==> src/rtl/flasher_arb_pkg.sv <==
// Shared types and constants for the flasher arbiter slice.
package flasher_arb_pkg;

    localparam int unsigned LED_W = 16;

    typedef enum logic [2:0] {
        ST_IDLE,
        ST_ISSUE,
        ST_WAIT_START,
        ST_RUN,
        ST_GAP
    } arb_state_e;

    // Width of a saturating counter able to hold run_timeout.
    function automatic int unsigned cnt_width(input int unsigned run_timeout);
        return (run_timeout < 1) ? 1 : $clog2(run_timeout + 1);
    endfunction

endpackage

==> src/rtl/flasher_arbiter_if.sv <==
// Request/grant and LED-bank signals between requesters, flasher and arbiter.
interface flasher_arbiter_if
    import flasher_arb_pkg::*;
#(
    parameter int unsigned NREQ = 4
);

    logic [NREQ-1:0]  req;
    logic [LED_W-1:0] led;
    logic             flick;
    logic [NREQ-1:0]  gnt;
    logic             busy;
    logic             done;
    logic             err;

    // Environment side: requesters plus the flasher's LED bus.
    modport master (
        output req, led,
        input  flick, gnt, busy, done, err
    );

    // Arbiter side.
    modport slave (
        input  req, led,
        output flick, gnt, busy, done, err
    );

endinterface

==> src/rtl/rr_arbiter.sv <==
// Round-robin pick: combinational one-hot selection from a rotating pointer.
module rr_arbiter
    import flasher_arb_pkg::*;
#(
    parameter int unsigned NREQ = 4
) (
    input  logic            clk,
    input  logic            rst,
    input  logic [NREQ-1:0] req_i,
    input  logic            accept_i,
    output logic            valid_c_o,
    output logic [NREQ-1:0] pick_c_o
);

    localparam int unsigned PTR_W = (NREQ > 1) ? $clog2(NREQ) : 1;

    logic [PTR_W-1:0] ptr_q;
    logic [PTR_W-1:0] ptr_d;
    logic [PTR_W-1:0] sel_c;
    logic             found_c;
    int unsigned      idx_c;

    // First requesting index at or above the pointer, wrapping past NREQ-1.
    always_comb begin
        found_c  = 1'b0;
        sel_c    = '0;
        pick_c_o = '0;
        idx_c    = 0;
        for (int unsigned k = 0; k < NREQ; k++) begin
            idx_c = 32'(ptr_q) + k;
            if (idx_c >= NREQ) begin
                idx_c = idx_c - NREQ;
            end
            if (!found_c && req_i[PTR_W'(idx_c)]) begin
                found_c                 = 1'b1;
                sel_c                   = PTR_W'(idx_c);
                pick_c_o[PTR_W'(idx_c)] = 1'b1;
            end
        end
        valid_c_o = found_c;
    end

    // Pointer moves to just past the winner, modulo NREQ.
    always_comb begin
        ptr_d = (sel_c == PTR_W'(NREQ - 1)) ? '0 : sel_c + PTR_W'(1);
    end

    // Pointer advances only when the pick is actually taken.
    always_ff @(posedge clk) begin
        if (rst) begin
            ptr_q <= '0;
        end else if (accept_i && found_c) begin
            ptr_q <= ptr_d;
        end
    end

endmodule

==> src/rtl/flasher_arbiter.sv <==
// Shares one flasher LED bank among NREQ requesters: grant, flick, track run.
module flasher_arbiter
    import flasher_arb_pkg::*;
#(
    parameter int unsigned NREQ          = 4,
    parameter int unsigned FLICK_CYCLES  = 1,
    parameter int unsigned START_TIMEOUT = 15,
    parameter int unsigned RUN_TIMEOUT   = 255,
    parameter int unsigned GAP_CYCLES    = 4
) (
    input  logic              clk,
    input  logic              rst,
    flasher_arbiter_if.slave  arb_if
);

    localparam int unsigned CNT_W = cnt_width(RUN_TIMEOUT);

    arb_state_e       state_q;
    logic [CNT_W-1:0] cnt_q;
    logic [CNT_W-1:0] cnt_inc;
    logic [NREQ-1:0]  gnt_q;
    logic             flick_q;
    logic             busy_q;
    logic             done_q;
    logic             err_q;

    logic [NREQ-1:0]  pick_oh;
    logic             pick_valid;
    logic             accept;
    logic             led_nz;

    assign accept  = (state_q == ST_IDLE);
    assign led_nz  = |arb_if.led;
    // Counter saturates at all-ones rather than wrapping.
    assign cnt_inc = (cnt_q == '1) ? cnt_q : cnt_q + CNT_W'(1);

    rr_arbiter #(
        .NREQ (NREQ)
    ) u_rr (
        .clk       (clk),
        .rst       (rst),
        .req_i     (arb_if.req),
        .accept_i  (accept),
        .valid_c_o (pick_valid),
        .pick_c_o  (pick_oh)
    );

    // Arbitration FSM with registered grant, flick and status pulses.
    always_ff @(posedge clk) begin
        if (rst) begin
            state_q <= ST_IDLE;
            cnt_q   <= '0;
            gnt_q   <= '0;
            flick_q <= 1'b0;
            busy_q  <= 1'b0;
            done_q  <= 1'b0;
            err_q   <= 1'b0;
        end else begin
            done_q <= 1'b0;
            err_q  <= 1'b0;
            unique case (state_q)
                ST_IDLE: begin
                    cnt_q <= '0;
                    if (pick_valid) begin
                        gnt_q   <= pick_oh;
                        flick_q <= 1'b1;
                        busy_q  <= 1'b1;
                        state_q <= ST_ISSUE;
                    end
                end
                ST_ISSUE: begin
                    if (cnt_inc >= CNT_W'(FLICK_CYCLES)) begin
                        flick_q <= 1'b0;
                        cnt_q   <= '0;
                        state_q <= ST_WAIT_START;
                    end else begin
                        cnt_q <= cnt_inc;
                    end
                end
                ST_WAIT_START: begin
                    if (led_nz) begin
                        cnt_q   <= '0;
                        state_q <= ST_RUN;
                    end else if (cnt_inc >= CNT_W'(START_TIMEOUT)) begin
                        err_q   <= 1'b1;
                        gnt_q   <= '0;
                        cnt_q   <= '0;
                        state_q <= ST_GAP;
                    end else begin
                        cnt_q <= cnt_inc;
                    end
                end
                ST_RUN: begin
                    if (!led_nz) begin
                        done_q  <= 1'b1;
                        gnt_q   <= '0;
                        cnt_q   <= '0;
                        state_q <= ST_GAP;
                    end else if (cnt_inc >= CNT_W'(RUN_TIMEOUT)) begin
                        err_q   <= 1'b1;
                        gnt_q   <= '0;
                        cnt_q   <= '0;
                        state_q <= ST_GAP;
                    end else begin
                        cnt_q <= cnt_inc;
                    end
                end
                ST_GAP: begin
                    if (cnt_inc >= CNT_W'(GAP_CYCLES)) begin
                        cnt_q   <= '0;
                        busy_q  <= 1'b0;
                        state_q <= ST_IDLE;
                    end else begin
                        cnt_q <= cnt_inc;
                    end
                end
                default: begin
                    state_q <= ST_IDLE;
                    cnt_q   <= '0;
                    gnt_q   <= '0;
                    flick_q <= 1'b0;
                    busy_q  <= 1'b0;
                end
            endcase
        end
    end

    assign arb_if.flick = flick_q;
    assign arb_if.gnt   = gnt_q;
    assign arb_if.busy  = busy_q;
    assign arb_if.done  = done_q;
    assign arb_if.err   = err_q;

endmodule

==> src/flat_wrapper.sv <==
// flat-port wrapper written by rule: the top's interface ports become plain ports
module flasher_arbiter_flat import flasher_arb_pkg::*;
#(
    parameter int unsigned NREQ          = 4,
    parameter int unsigned FLICK_CYCLES  = 1,
    parameter int unsigned START_TIMEOUT = 15,
    parameter int unsigned RUN_TIMEOUT   = 255,
    parameter int unsigned GAP_CYCLES    = 4
)
  (clk, rst, arb_if_req, arb_if_led, arb_if_flick, arb_if_gnt, arb_if_busy, arb_if_done, arb_if_err);
  flasher_arbiter_if #(.NREQ(NREQ)) arb_if_i ();
  input  logic clk;
  input  logic rst;
  input wire logic [$bits(arb_if_i.req)-1:0] arb_if_req;
  input wire logic [$bits(arb_if_i.led)-1:0] arb_if_led;
  output wire logic [$bits(arb_if_i.flick)-1:0] arb_if_flick;
  output wire logic [$bits(arb_if_i.gnt)-1:0] arb_if_gnt;
  output wire logic [$bits(arb_if_i.busy)-1:0] arb_if_busy;
  output wire logic [$bits(arb_if_i.done)-1:0] arb_if_done;
  output wire logic [$bits(arb_if_i.err)-1:0] arb_if_err;
  assign arb_if_i.req = arb_if_req;
  assign arb_if_i.led = arb_if_led;
  assign arb_if_flick = arb_if_i.flick;
  assign arb_if_gnt = arb_if_i.gnt;
  assign arb_if_busy = arb_if_i.busy;
  assign arb_if_done = arb_if_i.done;
  assign arb_if_err = arb_if_i.err;
  flasher_arbiter #(.NREQ(NREQ), .FLICK_CYCLES(FLICK_CYCLES), .START_TIMEOUT(START_TIMEOUT), .RUN_TIMEOUT(RUN_TIMEOUT), .GAP_CYCLES(GAP_CYCLES)) u_core (.clk(clk), .rst(rst), .arb_if(arb_if_i));
endmodule
==> config.mk <==
export PLATFORM = sky130hd
export DESIGN_NAME = flasher_arbiter_flat
export DESIGN_NICKNAME = d
export VERILOG_FILES = /design/src/rtl/flasher_arb_pkg.sv /design/src/rtl/flasher_arbiter_if.sv /design/src/rtl/rr_arbiter.sv /design/src/rtl/flasher_arbiter.sv /design/src/flat_wrapper.sv
export SDC_FILE = /design/constraint.sdc
export NUM_CORES = 1
export LEC_CHECK = 0
export CAP_MARGIN = 20
export CORE_MARGIN = 2
export CORE_UTILIZATION = 50
export DETAILED_ROUTE_END_ITERATION = 10
export HOLD_SLACK_MARGIN = 0.03
export PLACE_DENSITY = 0.73
export SYNTH_ARGS = -nofsm -noshare
export SYNTH_HDL_FRONTEND = slang
export SYNTH_SLANG_ARGS = --single-unit
==> constraint.sdc <==
create_clock -name clk -period 3.02 [get_ports clk]
set_input_delay 0.302 -clock clk [delete_from_list [all_inputs] [get_ports clk]]
set_output_delay 0.302 -clock clk [all_outputs]
set_load 0.03 [all_outputs]
==> results_dict.tcl <==
set metrics [dict create \
    status "complete, no violations" \
    clk_pin_slew_ns 0.08 \
    async_flop_share 0 \
    grt_pass1_vias 1652 \
    synth_top_area_share 0.222 \
    finalSetupViolations 0 \
    instances_no_fill 312 \
    power_leakage_nw 0.775 \
    slowest_delay_ns 0.57 \
    grt_pass1_wl_mm 7.46 \
    ir_drop_v 0.000351 \
    multi_input_area_um2 1350 \
    slew_violations 0 \
    fin_nets 294 \
    syn_inst 248 \
    die_w_um 65.6 \
    num-fill-cells 321 \
    setup_tns_ns 0 \
    first_pass_iters 4 \
    antenna_found_initial 0 \
    synth_nets 277 \
    cts_sinks 21 \
    dp_hpwl_mm 3.37 \
    diodes 0 \
    cts-root-buf "clkbuf_8" \
    timing.final.crit_share 0.886 \
    cp_max_fo 13 \
    worstPathRequired_ns 3.16 \
    avgViaCountPerCell 6.07 \
    die-area_um2 4300 \
    overflow 0 \
    ys_seq_elements 21 \
    yosys.area.top_type "dfxtp_1" \
    postRouteAntennaNets 0 \
    core_um2 3660 \
    num_rows 22 \
    ys_top_cells_by_area "dfxtp_1, ha_1, o21ai_0, a21oi_1, nand2_1" \
    dp_cells 308 \
    hold_viol_final 0 \
    grt_usage 0.217 \
    grt_max_degree 17 \
    worstPathCellList "ha_2 -> and4_4 -> nand2_1 -> o32a_1 -> o31a_4 -> a211oi_4 -> o221ai_1" \
    final-seq-area_um2 420 \
    gp_congestion 0.972 \
    ios 30 \
    relSlewSlack 0.533 \
    final_core_util 0.607 \
    clock_skew_ns 0.0104 \
    tritoncts "built" \
    routedWlPerCell_um 14.3 \
    setup_slack_ns 0.344 \
    rsz0062_at_grt "no" \
    cts_setup_buffers 0 \
    cts_max_level 1 \
    mostFrequentLayoutCells "clkdlybuf4s50_1, dfxtp_1, nand2_1" \
    hold_class "reg2reg" \
    synth-edff-count 0 \
    io_buffer_count 29 \
    fmax_mhz 374 \
    cp_slowest_cell "dfxtp_1" \
    cp.arrival_ns 2.81 \
    synth-seq-area-share 0.222 \
    drt_iter0_drc 215 \
    routed_wl_mm 4.48 \
    yosysUniqueCellTypes 62 \
    synth-main-ff-cell "dfxtp_1" \
    cts_buffers 3 \
    netlist_area_um2 1890 \
    ctsResizeCount 0 \
    initial_core_util 0.517 \
    die_height_um 65.6 \
    drive_gt1_frac 0.0833 \
    worstMarginPinSlew_ns 0.695 \
    cts_buffer_depth 2 \
    ctsHoldBuffers 0 \
    p_per_area_nw_per_um2 541 \
    num_vias 1894 \
    worstSetupEndpointType "flip-flop" \
    clock_latency_ns 0.27 \
    min_period_ns 2.68 \
    ys_warn_count 0 \
    place_ws_ns 0.283 \
    synth_area_per_cell_um2 7.64 \
    area_delta_synth_final_pct 17.4 \
    drcViolationCount 0 \
    timing.hold.ws_ns 0.478 \
    layout_commonest_cell "clkdlybuf4s50_1" \
    crit_type "reg2reg" \
    maxCapViolations 0 \
    start_kind "flip-flop" \
]
cells in the mapped netlist (all sizes together) (3+ instances only):
cell and instances:
nand2 19, mux4 3, o21ai 19, nand4 4
a21oi 16, nor2b 4, and3 8, inv 10
nand2b 11, nor3 11, a31oi 4, o31ai 3
nor2 18, nand3 8, dfxtp 21, clkbuf 9
ha 7, nor4 9, or3 3, a21o 6
buf 11, xnor2 4, a211oi 3, a22oi 3
layout make-up:
class	instances	area share
clock buffer	3	0.0186
multi-input combinational	197	0.606
tap	48	0.0270
clock inverter	1	0.00225
timing repair buffer	32	0.141
inverter	10	0.0169
sequential	21	0.189
critical path: cells and delay by family (launching register included):
kind                       cells  cell delay (ns)
AOI/OAI and AO/OA              4             1.22
adders and majority gates      1             0.41
DFF                            1             0.57
and+or+nand+nor                2             0.34
report_power, final:
| part | internal (mW) | switching (mW) | leakage [nW] |
|---|---|---|---|
| Combinational | 0.298 | 0.372 | 0.578 |
| Sequential | 0.314 | 0.0297 | 0.171 |
| Clock | 0.0921 | 0.0964 | 0.0255 |
worst paths after layout:
kind | start | endpoint | slack [ns] | cells past startpoint
setup / recovery | u_core.cnt_q[0]$_SDFF_PP0_ | u_core.state_q[1]$_SDFFE_PP0P_ | 0.34 | 7
setup reg to reg | u_core.cnt_q[0]$_SDFF_PP0_ | u_core.state_q[1]$_SDFFE_PP0P_ | 0.34 | 7
hold / removal | u_core.arb_if.gnt[2]$_SDFFE_PP0P_ | u_core.arb_if.gnt[2]$_SDFFE_PP0P_ | 0.48 | 2
hold reg to reg | u_core.arb_if.gnt[2]$_SDFFE_PP0P_ | u_core.arb_if.gnt[2]$_SDFFE_PP0P_ | 0.48 | 2
cell families (layout without fill, tap and decap cells):
logic type               count (synthesis)  count (layout)  share of synthesized area
adder cells (fa/ha/maj)                  7               7                     0.0462
flip-flops                              21              21                      0.222
AO/OA/AOI/OAI                           76              76                      0.292
multiplexers                             5               5                     0.0462
XOR/XNOR                                 5               5                     0.0231
buffers and inverters                   30              46                     0.0687
AND/OR/NAND/NOR                        104             104                      0.302
metal layers:
layer  global-route usage  vias to the layer above  part of all wire
li1                     -                      959                 -
met1                0.322                      864              0.49
met2                0.314                       63              0.44
met3               0.0428                        8             0.056
met4               0.0651                        0             0.015
met5                    0                        -                 0
sequential cells by signal, indices dropped and copies added, names as in the netlist, named ones only:
register,cells
u_core.arb_if.busy,1
u_core.arb_if.err,1
u_core.state_q,3
u_core.cnt_q,8
u_core.arb_if.gnt,4
u_core.arb_if.flick,1
u_core.arb_if.done,1
u_core.u_rr.ptr_q,1
metrics by stage:
stage	total power [mW]	instance area, um^2
global route	1.29	2220
floorplan	0.837	1890
global placement	1.01	2170
CTS	1.20	2220
detailed placement	1.01	2170
finish	1.20	2220
Power figures use the tool's default switching activity.
